## src/rtl/rotary_pkg.sv

```systemverilog
// Shared types and constants for the quadrature-encoder sequencing controller.
package rotary_pkg;

  typedef enum logic [0:0] {
    IDLE = 1'b0,
    LOCK = 1'b1
  } rotary_state_t;

  localparam logic DIR_INC = 1'b1;
  localparam logic DIR_DEC = 1'b0;

  // Lockout counter width; a one-cycle lockout still needs a 1-bit counter.
  function automatic int lock_cnt_w(input int lock_cyc);
    return (lock_cyc < 2) ? 1 : $clog2(lock_cyc);
  endfunction

endpackage

```

## src/rtl/lockout_timer.sv

```systemverilog
// Down-counting bounce-lockout timer: start loads LOCK_CYC-1, done flags the
// last lockout cycle, abort cancels a running lockout.
module lockout_timer
  import rotary_pkg::*;
#(
  parameter int LOCK_CYC = 50000
) (
  input  logic clk,
  input  logic rst,
  input  logic start,
  input  logic abort,
  output logic busy,
  output logic done
);

  localparam int            W    = lock_cnt_w(LOCK_CYC);
  localparam logic [W-1:0]  LOAD = W'(LOCK_CYC - 1);

  logic [W-1:0] cnt;

  always_ff @(posedge clk or negedge rst) begin
    if (!rst) begin
      cnt  <= '0;
      busy <= 1'b0;
    end else if (abort) begin
      cnt  <= '0;
      busy <= 1'b0;
    end else if (start) begin
      cnt  <= LOAD;
      busy <= 1'b1;
    end else if (busy) begin
      if (cnt == '0) busy <= 1'b0;
      else           cnt  <= cnt - W'(1);
    end
  end

  assign done = busy && (cnt == '0);

endmodule

```

## src/rtl/rotary_ctrl.sv

```systemverilog
// Quadrature-encoder step decoder with bounce lockout and a valid/ready event port.
// ROTARY_WRAP_EN defined: position wraps; undefined: position saturates.
//
// state | meaning
// IDLE  | waiting for a channel-A edge; the next edge is accepted
// LOCK  | bounce lockout running; channel-A edges are ignored
module rotary_ctrl
  import rotary_pkg::*;
#(
  parameter int CNT_W    = 8,
  parameter int LOCK_CYC = 50000,
  parameter int POS_INIT = 0
) (
  input  logic             clk,
  input  logic             rst,
  input  logic             enc_a_pos,
  input  logic             enc_b_lvl,
  input  logic             clr,
  output logic [CNT_W-1:0] pos,
  output logic             dir,
  output logic             evt_valid,
  input  logic             evt_ready,
  output logic             evt_ovf,
  output logic             busy
);

  localparam logic [CNT_W-1:0] POS_RST = CNT_W'(POS_INIT);
  localparam logic [CNT_W-1:0] POS_MAX = '1;

  rotary_state_t    state;
  logic             accept;
  logic             tmr_done;
  logic [CNT_W-1:0] pos_inc;
  logic [CNT_W-1:0] pos_dec;

  assign accept = (state == IDLE) && enc_a_pos && !clr;

`ifdef ROTARY_WRAP_EN
  assign pos_inc = pos + 1'b1;
  assign pos_dec = pos - 1'b1;
`else
  // A step against a limit is still an accepted step; only pos holds.
  assign pos_inc = (pos == POS_MAX) ? pos : pos + 1'b1;
  assign pos_dec = (pos == '0)      ? pos : pos - 1'b1;
`endif

  lockout_timer #(
    .LOCK_CYC (LOCK_CYC)
  ) u_lockout_timer (
    .clk   (clk),
    .rst   (rst),
    .start (accept),
    .abort (clr),
    .busy  (busy),
    .done  (tmr_done)
  );

  always_ff @(posedge clk or negedge rst) begin
    if (!rst) begin
      state     <= IDLE;
      pos       <= POS_RST;
      dir       <= DIR_DEC;
      evt_valid <= 1'b0;
      evt_ovf   <= 1'b0;
    end else if (clr) begin
      state     <= IDLE;
      pos       <= POS_RST;
      evt_valid <= 1'b0;
      evt_ovf   <= 1'b0;
    end else begin
      case (state)
        IDLE: begin
          if (enc_a_pos) begin
            state <= LOCK;
            if (enc_b_lvl) begin
              pos <= pos_dec;
              dir <= DIR_DEC;
            end else begin
              pos <= pos_inc;
              dir <= DIR_INC;
            end
          end
        end
        LOCK: begin
          if (tmr_done) state <= IDLE;
        end
        default: state <= IDLE;
      endcase

      // A new edge overrides a same-cycle transfer; it only overflows if the old event was never taken.
      if (accept) begin
        evt_valid <= 1'b1;
        if (evt_valid && !evt_ready) evt_ovf <= 1'b1;
      end else if (evt_valid && evt_ready) begin
        evt_valid <= 1'b0;
      end
    end
  end

endmodule

```

## config.mk

```make
export PLATFORM = sky130hd
export DESIGN_NAME = rotary_ctrl
export DESIGN_NICKNAME = d
export VERILOG_FILES = /design/src/rtl/rotary_pkg.sv /design/src/rtl/lockout_timer.sv /design/src/rtl/rotary_ctrl.sv
export SDC_FILE = /design/constraint.sdc
export NUM_CORES = 1
export LEC_CHECK = 0
export BUFFER_PORTS_ARGS = -buffer_cell sky130_fd_sc_hd__buf_2
export CORE_UTILIZATION = 58
export DETAILED_ROUTE_END_ITERATION = 8
export GPL_TIMING_DRIVEN = 0
export MAX_ROUTING_LAYER = met4
export PLACE_DENSITY = 0.79
export SLEW_MARGIN = 20
export SYNTH_ARGS = -nofsm -noshare
export SYNTH_HDL_FRONTEND = slang
export SYNTH_SLANG_ARGS = --single-unit
```

## constraint.sdc

```tcl
create_clock -name clk -period 2.3 [get_ports clk]
set_input_delay 0.46 -clock clk [delete_from_list [all_inputs] [get_ports clk]]
set_output_delay 0.46 -clock clk [all_outputs]
set_load 0.005 [all_outputs]
```

==> metrics.md <==
| Metric | Value |
|---|---|
| Run status | completed |
| Mapped Avg Cell Area | between 9 and 10 um^2 |
| CTS hold repair buffers | 0 |
| HP Class | in -> async |
| TritonCTS clock tree | yes |
| Worst flop-to-flop path startpoint | u_lockout_timer.cnt[4] |
| Synth top cells by count | 29 x dfrtp_1, 18 x nor2_1, 17 x a21oi_1 |
| Slew HR | 0.419 |
| Remaining global-route overflow | 0 |
| P&R area growth vs syn | 11.4% |
| Final Setup Violations | 0 |
| Die area | between 3000 and 4000 um^2 |
| Clk_lat worst skew | 320 ps |
| Setup TNS Final | 0 ps |
| Final Max Slew Viols | 0 |
| Crit. End Element | flip-flop |
| Chip width | between 50 and 60 um |
| Syn nets | a little over 200 |
| Share of layout cells above drive strength 1 | 0.162 |
| FP Rows | 19 |
| Iteration-0 DRC count of the detailed router | around 110 |
| Wire per inst | 15.9 um |
| All-Layer GR Usage | 0.277 |
| Clk_skew | between 2 and 2.5 ps |
| Post-synth EDFFs | 0 |
| RSZ-0062 raised after global routing | no |
| Vias | 1527 |
| Starting density of the core | 0.630 |
| Height of the die | approximately 58 um |
| FMAX | about 0.45 GHz |
| Hpwl dp | roughly 2.9 mm |
| Largest net degree at the start of global routing | 30 |
| Final nets | 230 |
| Final Cell Area | approximately 2000 um^2 |
| First-pass GRT wire length | just under 7 mm |
| Dpl cell area | between 1500 and 2000 um^2 |
| Synth Register Bits | 29 |
| Crit path kind | reg -> reg |
| Antenna diodes | 0 |
| # DRC | 0 |
| Synth warn | 0 |
| Critical-path top delay cell | or4_4 |
| Crit share post-route | 0.966 |
| Mapped Cells | 190 |
| Sequential share of the synthesized area | 0.404 |
| CP arrival | 2470 ps |
| Top cells by area, synth | dfrtp_1 40%, xor2_1 5.8%, ha_1 4.9% |
| Peak supply drop | approximately 440 uV |
| Crit path from | u_lockout_timer.cnt[4] |
| Area leader, netlist | dfrtp_1 |
| Main synth FF type | dfrtp_1 |
| Actual slew at the worst max-slew pin | ~860 ps |
| Most frequent cell after synthesis | dfrtp_1 |
| Critical-path cell list | or3_4 -> or4_4 -> buf_6 -> o21ai_4 -> mux2_2 -> a21oi_1 |
| IO Pins | 18 |
| WP data required | 2550 ps |
| Post-Route WL | 3.93 mm |
| Num CTS Buffers | 5 |
| Antenna-violating nets left | 0 |
| First-pass iteration count of the detailed router | 4 |
| Vias per cell | just over 6 |
| Final Hold Viols | 0 |
| I/O Buffers | 17 |
| Top cell type's share of synthesized area | 0.404 |
| Initial antenna violation count | 0 |
| Pwr per Cell Area | 696 nW/um^2 |
| Library cells used by synthesis | 42 |
| Mapped Area | 1800 um^2 |
| Crit-path max cell delay | 490 ps |
| Async SR Flop Fraction | 1.00 |
| CTS root buf | clkbuf_4 |
| Placed cells | approximately 240 |
| Finished Layout Cells | between 200 and 250 |
| MaxCap Viol Count | 0 |
| Minimum clock period | roughly 2200 ps |
| Clock Path Buffers | 2 |
| CP startpoint kind | flip-flop |
| Clk slew on worst S/H paths | roughly 80 ps |
| Vias in the first global route | 1570 |
| LEAKAGE | 0.887 nW |
| Routability cong. | slightly above 0.8 |
| CP Max Fanout | 9 |
| Clock Sinks | 29 |
| Core footprint | ~2900 um^2 |
| H-Tree Depth | 2 |
==> critical path: cells and delay by family, from the launching register on <==
family / cells / cell delay, ps
simple gates: 2 / 920
compound gates: 2 / 290
mux: 1 / 350
buf+inv: 1 / 160
flops: 1 / 420
==> layout make-up <==
type	count	area, um^2
multi-input combinational	151	1040
clock buffer	7	55.1
timing repair buffer	19	100
inverter	3	11.3
tap	31	38.8
fill	224	850
sequential	29	726
buffer	7	33.8
==> state kept, by name, indices dropped and copies added, names as in the netlist <==
name	flops
u_lockout_timer.cnt	16
pos	8
dir	1
evt_ovf	1
evt_valid	1
state	1
u_lockout_timer.busy	1
==> repair_timing <==
item | CTS | global route
gates resized for setup | 0 | 2
setup buffers | 0 | 2
endpoints found under the setup margin | 0 | 1
==> power breakdown <==
group | total, mW | leakage [nW] | switching (mW) | internal, mW
combinational | 0.463 | 0.472 | 0.258 | 0.205
sequential | 0.625 | 0.384 | 0.0645 | 0.560
clock | 0.307 | 0.0314 | 0.163 | 0.144
==> worst paths after layout <==
| path | endpoint | slack (ps) | cells after the start |
|---|---|---|---|
| max | u_lockout_timer.cnt[1] | 80 | 6 |
| min | u_lockout_timer.cnt[6] | 150 | 1 |
| max reg2reg | u_lockout_timer.cnt[1] | 80 | 6 |
| min reg2reg | dir | 530 | 2 |
| max in group asynchronous | u_lockout_timer.cnt[0] | 1740 | 1 |
| min in group clk | evt_ovf | 380 | 2 |
==> stage by stage <==
stage	utilization	power [mW]	hold slack, ps	setup slack [ps]
5_1_grt	0.702	1.49	181	15.5
4_1_cts	0.693	1.39	162	54.2
3_5_place_dp	0.674	1.08	511	-26.9
3_3_place_gp	0.674	1.06	494	11.7
6_report	0.702	1.40	147	77.2
2_1_floorplan	-	0.953	164	186
==> per-layer routing <==
metal | global-route usage | vias to the layer above | routed length (um)
li1 | - | 746 | -
met4 | 0.139 | 0 | 87
met2 | 0.473 | 36 | 2030
met3 | 0.0670 | 13 | 151
met1 | 0.302 | 732 | 1670
met5 | - | - | 0
==> placed cells by master (no fill, tap or decap), types with 5 or more instances in the layout <==
master    count
dfrtp_1      29
a21oi_1      17
buf_2        17
nand2b_1      8
o211ai_1      8
nand4_1       5
o21ai_0       6
ha_1          7
nand2_1      12
nor2b_1       5
nor2_1       18
clkbuf_1      7
nor3_1        6
xor2_1       12
clkbuf_4      5
==> cells by family after synthesis <==
family / after synthesis / share of synthesized area
flip-flops: 29 / 0.404
buffers and inverters: 10 / 0.0251
XOR/XNOR: 16 / 0.0779
AND/OR/NAND/NOR: 71 / 0.213
adder cells (fa/ha/maj): 8 / 0.0598
multiplexers: 6 / 0.0348
AO/OA/AOI/OAI: 50 / 0.186
Note: power is estimated with default switching activity, not from simulation.
